**src/rtl/apb_pkg.sv**
```systemverilog
// Shared APB definitions used by the master and slave sides of the link.
//   apb_state_t : bus phase of a transfer (IDLE, SETUP, ACCESS)
//   apb_req_t   : one registered command (direction, slave id, address, write data)
//   apb_sel()   : slave id to one-hot PSEL decode
// The command struct carries the widest legal APB fields (32-bit address and data), so
// any configured ADDR_W/DATA_W up to 32 fits without a per-instance type.
package apb_pkg;

  localparam int unsigned APB_ADDR_W     = 8;
  localparam int unsigned APB_DATA_W     = 32;
  localparam int unsigned APB_MAX_W      = 32;
  localparam int unsigned APB_MAX_SLAVES = 4;

  typedef enum logic [1:0] {
    IDLE   = 2'd0,
    SETUP  = 2'd1,
    ACCESS = 2'd2
  } apb_state_t;

  typedef struct packed {
    logic                 write;
    logic [1:0]           id;
    logic [APB_MAX_W-1:0] addr;
    logic [APB_MAX_W-1:0] wdata;
  } apb_req_t;

  function automatic logic [APB_MAX_SLAVES-1:0] apb_sel(input logic [1:0] id);
    return APB_MAX_SLAVES'(1) << id;
  endfunction

endpackage

```
**src/rtl/apb_wait_timer.sv**
```systemverilog
// Clear/enable wait-state counter with a terminal-count flag.
//   clk, rst_n : clock, asynchronous active-low reset
//   clear_i    : synchronous clear (priority over enable)
//   enable_i   : count this cycle
//   expired_o  : this enabled cycle brings the count to TIMEOUT
module apb_wait_timer #(
  parameter int unsigned TIMEOUT = 16
) (
  input  logic clk,
  input  logic rst_n,
  input  logic clear_i,
  input  logic enable_i,
  output logic expired_o
);

  localparam int unsigned CntW = $clog2(TIMEOUT + 1);

  logic [CntW-1:0] count_q, count_d;

  always_comb begin
    count_d = count_q;
    if (clear_i) begin
      count_d = '0;
    end else if (enable_i && (count_q != CntW'(TIMEOUT))) begin
      count_d = count_q + CntW'(1);
    end
  end

  // Flag the cycle that would be the TIMEOUT-th counted one, so the owner can leave
  // in that same cycle rather than one later.
  assign expired_o = enable_i && (count_q == CntW'(TIMEOUT - 1));

  always_ff @(posedge clk or negedge rst_n) begin
    if (!rst_n) begin
      count_q <= '0;
    end else begin
      count_q <= count_d;
    end
  end

endmodule

```
**src/rtl/apb_master.sv**
```systemverilog
// APB initiator: takes single read/write commands from a local requester and runs the
// SETUP/ACCESS sequence towards one of up to four slaves.
//   clk, rst_n          : clock, asynchronous active-low reset
//   req_valid/req_ready : command handshake; req_write/req_id/req_addr/req_wdata payload
//   rsp_valid           : one-cycle completion pulse; rsp_rdata/rsp_err hold until the next
//   psel/penable/pwrite/paddr/pwdata : APB request outputs (all 0 while idle)
//   prdata/pready/pslverr            : APB response inputs, only looked at in ACCESS
// ADDR_W and DATA_W must not exceed 32; NUM_SLAVES must be 1..4; TIMEOUT must be >= 1.
module apb_master
  import apb_pkg::*;
#(
  parameter int unsigned ADDR_W     = APB_ADDR_W,
  parameter int unsigned DATA_W     = APB_DATA_W,
  parameter int unsigned NUM_SLAVES = 4,
  parameter int unsigned TIMEOUT    = 16
) (
  input  logic              clk,
  input  logic              rst_n,
  input  logic              req_valid,
  output logic              req_ready,
  input  logic              req_write,
  input  logic [1:0]        req_id,
  input  logic [ADDR_W-1:0] req_addr,
  input  logic [DATA_W-1:0] req_wdata,
  output logic              rsp_valid,
  output logic [DATA_W-1:0] rsp_rdata,
  output logic              rsp_err,
  output logic [3:0]        psel,
  output logic              penable,
  output logic              pwrite,
  output logic [ADDR_W-1:0] paddr,
  output logic [DATA_W-1:0] pwdata,
  input  logic [DATA_W-1:0] prdata,
  input  logic              pready,
  input  logic              pslverr
);

  apb_state_t        state_q, state_d;
  apb_req_t          req_q, req_d;
  logic              rsp_valid_d;
  logic [DATA_W-1:0] rsp_rdata_d;
  logic              rsp_err_d;
  logic              timer_clear, timer_en, timer_expired;
  logic              bad_id;
  logic [3:0]        sel;
  logic              unused_req;

  assign bad_id = 32'(req_id) >= NUM_SLAVES;
  assign sel    = apb_sel(req_q.id);

  // Struct fields above ADDR_W/DATA_W are stored as zero and never reach the bus.
  assign unused_req = ^{req_q.addr, req_q.wdata};

  apb_wait_timer #(
    .TIMEOUT (TIMEOUT)
  ) u_wait_timer (
    .clk       (clk),
    .rst_n     (rst_n),
    .clear_i   (timer_clear),
    .enable_i  (timer_en),
    .expired_o (timer_expired)
  );

  always_comb begin
    state_d     = state_q;
    req_d       = req_q;
    rsp_valid_d = 1'b0;
    rsp_rdata_d = rsp_rdata;
    rsp_err_d   = rsp_err;
    req_ready   = 1'b0;
    psel        = '0;
    penable     = 1'b0;
    pwrite      = 1'b0;
    paddr       = '0;
    pwdata      = '0;
    timer_clear = 1'b1;
    timer_en    = 1'b0;

    unique case (state_q)
      IDLE: begin
        req_ready = 1'b1;
        if (req_valid) begin
          req_d = '{write: req_write,
                    id:    req_id,
                    addr:  APB_MAX_W'(req_addr),
                    wdata: APB_MAX_W'(req_wdata)};
          if (bad_id) begin
            // Unpopulated slave: answer with an error without touching the bus.
            rsp_valid_d = 1'b1;
            rsp_err_d   = 1'b1;
            rsp_rdata_d = '0;
          end else begin
            state_d = SETUP;
          end
        end
      end

      SETUP: begin
        psel    = sel;
        pwrite  = req_q.write;
        paddr   = req_q.addr[ADDR_W-1:0];
        pwdata  = req_q.wdata[DATA_W-1:0];
        state_d = ACCESS;
      end

      ACCESS: begin
        psel        = sel;
        penable     = 1'b1;
        pwrite      = req_q.write;
        paddr       = req_q.addr[ADDR_W-1:0];
        pwdata      = req_q.wdata[DATA_W-1:0];
        timer_clear = 1'b0;
        timer_en    = !pready;
        if (pready) begin
          rsp_valid_d = 1'b1;
          rsp_err_d   = pslverr;
          rsp_rdata_d = (!req_q.write && !pslverr) ? prdata : '0;
          state_d     = IDLE;
        end else if (timer_expired) begin
          rsp_valid_d = 1'b1;
          rsp_err_d   = 1'b1;
          rsp_rdata_d = '0;
          state_d     = IDLE;
        end
      end

      default: state_d = IDLE;
    endcase
  end

  always_ff @(posedge clk or negedge rst_n) begin
    if (!rst_n) begin
      state_q   <= IDLE;
      req_q     <= '0;
      rsp_valid <= 1'b0;
      rsp_rdata <= '0;
      rsp_err   <= 1'b0;
    end else begin
      state_q   <= state_d;
      req_q     <= req_d;
      rsp_valid <= rsp_valid_d;
      rsp_rdata <= rsp_rdata_d;
      rsp_err   <= rsp_err_d;
    end
  end

endmodule

```
**config.mk**
```make
export PLATFORM = sky130hd
export DESIGN_NAME = apb_master
export DESIGN_NICKNAME = d
export VERILOG_FILES = /design/src/rtl/apb_pkg.sv /design/src/rtl/apb_wait_timer.sv /design/src/rtl/apb_master.sv
export SDC_FILE = /design/constraint.sdc
export NUM_CORES = 1
export LEC_CHECK = 0
export BUFFER_PORTS_ARGS = -buffer_cell sky130_fd_sc_hd__buf_4
export CELL_PAD_IN_SITES_DETAIL_PLACEMENT = 1
export CELL_PAD_IN_SITES_GLOBAL_PLACEMENT = 1
export CORE_MARGIN = 4
export CORE_UTILIZATION = 33
export CTS_BUF_LIST = sky130_fd_sc_hd__clkbuf_8
export DETAILED_ROUTE_END_ITERATION = 10
export PLACE_DENSITY_LB_ADDON = 0.1
export SYNTH_ARGS = -nofsm -noshare
export SYNTH_HDL_FRONTEND = slang
export SYNTH_SLANG_ARGS = --single-unit
```
**constraint.sdc**
```tcl
create_clock -name clk -period 1.5 [get_ports clk]
set_input_delay 0.075 -clock clk [delete_from_list [all_inputs] [get_ports clk]]
set_output_delay 0.075 -clock clk [all_outputs]
set_load 0.05 [all_outputs]
```
# Word level (Yosys, flattened, before mapping)
# Cells that the tools add are included.
[word_totals]
output_inout_bits = 81
ff_bits = 84
word_cells = 51
[op_classes]
eq_ne = 7
n_mux = 21
reduce_logical = 12
add_sub_neg = 1
shift = 1
[ops]
columns = ["op", "count"]
rows = [
  ["$mux 32", 4],
  ["$mux 5", 2],
  ["$mux 1", 9],
  ["$mux 8", 1],
  ["$mux 2", 3],
  ["$pmux 2 s3", 1],
  ["$reduce_and 2->1", 3],
  ["$add 5x1->5 const B", 1],
  ["$eq 5x4->1 const B", 1],
  ["$ne 5x5->1 const B", 1],
  ["$mux 4", 1],
  ["$shl 1x2->4 const A", 1],
  ["$logic_and 1x1->1", 3],
  ["$logic_not 1->1", 3],
  ["$ne 3x3->1 const B", 1],
  ["$eq 2x1->1 const B", 1],
  ["$eq 2x2->1 const B", 1],
  ["$logic_not 2->1", 1],
  ["$ne 2x1->1 const B", 1],
  ["$ne 2x2->1 const B", 1],
  ["$reduce_bool 2->1", 1],
  ["$reduce_or 2->1", 1],
]

# Longest topological paths before layout
[depth]
word_depth = 6
ltp_mapped = 7
depth_no_buf = 6

# Modules after synthesis
# From an unflattened synthesis, not the netlist that was laid out.
[hier_totals]
cells_unflattened = 264
area_unflattened_um2 = 3644.7
[modules_own_cells]
columns = ["module", "cells_per_inst", "n_inst", "area_each_um2", "seq_area_each_um2"]
rows = [
  ["apb_master", 234, 1, 3338.2, 1976.9],
  ["apb_wait_timer", 30, 1, 306.5, 125.1],
]

# Least setup slack after synthesis
# OpenSTA, ideal clock, no wires.
[synth_path]
path_type = "register -> output"
start = "register state_q[0]"
end = "output port psel[0]"
slack_ns = -0.531
path_buffers = 0
arrival_time_ns = 1.956
stages_incl_launch_ff = 4
t_required_ns = 1.425
path_cell_list = "dfrtp_1 -> inv_1 -> ha_1 -> nor3b_1"
[synth_between]
elab_chain_cells = 3
elab_cells_between_ends = 4
[synth_lines]
columns = ["element", "line_no", "text"]
rows = [
  ["start, declared", "apb_master.sv:38", "apb_state_t state_q, state_d;"],
  ["start signal, assigned", "apb_master.sv:139", "state_q <= state_d;"],
  ["$eq 2x2->1 / $eq 2x1->1 (equally long branches)", "apb_master.sv:79", "unique case (state_q)"],
  ["$reduce_or 2->1 (no line) *", "--", ""],
  ["$mux 4 *", "apb_master.sv:79", ""],
  ["end, declared", "apb_master.sv:28", "output logic [3:0] psel,"],
]
# Mark *: on every way between the ends. The rest lies on a longest branch, timed or not.

# Worst setup path in the final report
# Ends and elaborated chain as after synthesis.

==> results.toml <==
[logic_synthesis]
ys_seq_area_share_pct = 59.7
synth.distinct_cells = 27
syn_inst = 261
synth_area_leaders = "dfrtp_1 60%, mux2_2 14%, a22o_1 8.0%, and2_1 7.3%, ha_1 2.5%"
ys_seq_elements = 84
async_flop_share_pct = 100
synth_edf_count = 0
synth_top_area_cell = "dfrtp_1"
ys.flop_type = "dfrtp_1"
syn_area_per_cell_um2 = 13.5
syn_nets = 348
yosys_warnings = 0
synth_area_um2 = 3520
synth.top_cell.area_share_pct = 59.7

[run_status]
violations = "negative setup slack"
status = "complete, but fails checks"

[die]
core_region_area_um2 = 10400
die_h_um = 111
die_area_um2 = 12400
ioPinCount = 161
std_cell_rows = 37
initial_core_util_pct = 34.0
die_w_um = 111

[sta]
rsz0062_at_grt = "yes"
worstMarginPinSlew_ns = 0.418
clock_skew_ns = 0.00952
finalWorstSetupSlack_ns = -0.237
finalHoldViolCount = 0
fin_crit_ns = 1.74
min_period_over_period_pct = 116
max_freq_mhz = 576
whs_ns = 0.111
slew_viol_final = 0
setup_violations = 83
finalSetupTns_ns = -11.38
relSlewSlack_pct = 71.8

[flow_run]
max_cap_violations = 0

[grt]
grt_pass1_wl_um = 19600
grt_pass1_vias = 3611
grt_usage_pct = 20.1
antenna_found_initial = 1
overflow = 0
grt_max_degree = 38

[placement]
post-place-cells = 554
finalWeightedCongestion = 0.707
io_buffer_count = 160
hpwl_um = 7030

[routing]
dr.first_iter.drc_count = 78
vias_per_cell = 4.75
first_pass_iters = 4
drc = 0
antenna_left = 0
dr_total_vias = 3169
drt-wirelength-per-cell_um = 19.8
wl_um = 13200

[clock_tree]
cts_tree = "done"
path_clk_slew_ns = 0.08
clk_path_buf_depth = 2
cts_sinks = 84
cts_made_buffers = 9
clkLatencyLatePin_ns = 0.36
cts_root_buffer = "clkbuf_8"
htreeDepth = 3

[worst_setup_path]
endpoint_kind = "primary output"
critical_path.startpoint_type = "flip-flop"
worst-setup-path-type = "reg2out"
cp.required_ns = 1.42
arrival_ns = 1.66
cp_max_fo = 9

[cells_and_area]
final_core_utilization_pct = 64.7
layout-drive-gt1-share_pct = 60.0
fin_cells = 667
final_nets = 612
area_growth_pct = 90.5

[pwr]
power.leakage_nw = 3.20
power.total_mw = 18.0
power_density_nw_per_um2 = 2690
ir_worst_vdd_uv = 1520

[min_path]
hold_path_class = "in2reg"
[stage by stage]
step | area (um2) | setup slack [ns]
floorplan | 3690 | -0.0558
global placement | 5110 | -0.0847
detailed placement | 5110 | -0.178
CTS | 6500 | -0.262
global route | 6710 | -0.302
finish | 6710 | -0.237
[critical path, stage by stage, from the launching register on]
cell,delay (ns)
dfrtp_1,0.38
inv_2,0.07
ha_4,0.35
buf_12,0.14
nor3b_4,0.18
buf_6,0.18
[metal layers]
metal  part of all wire [%]  track usage, %
met4                    2.3            8.11
met1                     40            23.7
met3                    5.5            4.97
met5                      0               0
met2                     53            35.0
[logic make-up (layout without fill, tap and decap cells)]
family / Yosys count / count (layout) / share of synthesized area, %
simple gates: 57 / 57 / 10.2
other cells: 0 / 1 / 0
mux: 45 / 45 / 14.4
fa+ha+maj: 7 / 7 / 2.49
flops: 84 / 84 / 59.7
buf+inv: 24 / 293 / 2.99
compound gates: 44 / 44 / 10.2
[synthesized netlist by cell type (3+ instances only)]
master	number
dfrtp_1	84
mux2_2	45
and2_1	41
a22o_1	32
buf_2	12
inv_1	8
ha_1	7
clkbuf_1	4
nor2_1	4
nand2_1	3
o211ai_1	3
o21ai_0	3
[final timing paths]
kind / from / endpoint / cells past startpoint / slack (ns)
setup / recovery: state_q[0] / psel[0] / 5 / -0.24
min in group asynchronous: rst_n / req_q[18] / 2 / 0.20
max in group asynchronous: rst_n / rsp_valid / 3 / 0.68
setup reg to reg: u_wait_timer.count_q[0] / state_q[0] / 7 / -0.13
hold reg to reg: req_q[16] / req_q[16] / 1 / 0.50
hold / removal: pready / u_wait_timer.count_q[0] / 3 / 0.11
[cells in the final DEF (no fill, tap or decap), drive strengths merged]
cell and count:
nand2 3, o311ai 1, inv 10, and4bb 1
o211ai 3, and3b 1, buf 191, nand3b 1
o32ai 1, a22o 32, clkinvlp 2, clkbuf 11
o21ai 4, mux2 45, nor3b 1, or3b 1
dlygate4sd3 76, o21a 1, and3 2, clkinv 2
dfrtp 84, o31ai 1, nor2b 1, diode 1
and2 41, nor2 4, bufinv 1, a21oi 1
ha 7, nand3 1
[final cells by class]
| class | instances | area (um2) |
|---|---|---|
| inverter | 8 | 32.5 |
| timing repair buffer | 269 | 2680 |
| sequential | 84 | 2100 |
| clock buffer | 9 | 124 |
| fill | 1020 | 3660 |
| clock inverter | 7 | 67.6 |
| tap | 136 | 170 |
| antenna | 1 | 2.50 |
| multi-input combinational | 153 | 1540 |
[power breakdown]
part / internal [mW] / switching [mW] / total [mW]
clock network: 0.764 / 0.849 / 1.61
registers: 3.31 / 0.665 / 3.97
logic: 5.38 / 7.05 / 12.4
total: 9.45 / 8.57 / 18.0
[timing repair]
action | 4_1_cts | 5_1_grt
gates resized for setup | 75 | 59
hold buffers | 76 | 0
endpoints found under the hold margin | 102 | 0
cloned | 4 | 3
endpoints found under the setup margin | 128 | 85
pin swaps | 13 | 42
setup buffers | 13 | 4
[registers in the layout, indices dropped and copies added, names as in the netlist]
register	count
rsp_rdata	32
u_wait_timer.count_q	5
req_q	43
rsp_err	1
state_q	2
rsp_valid	1
Power figures use the tool's default switching activity.
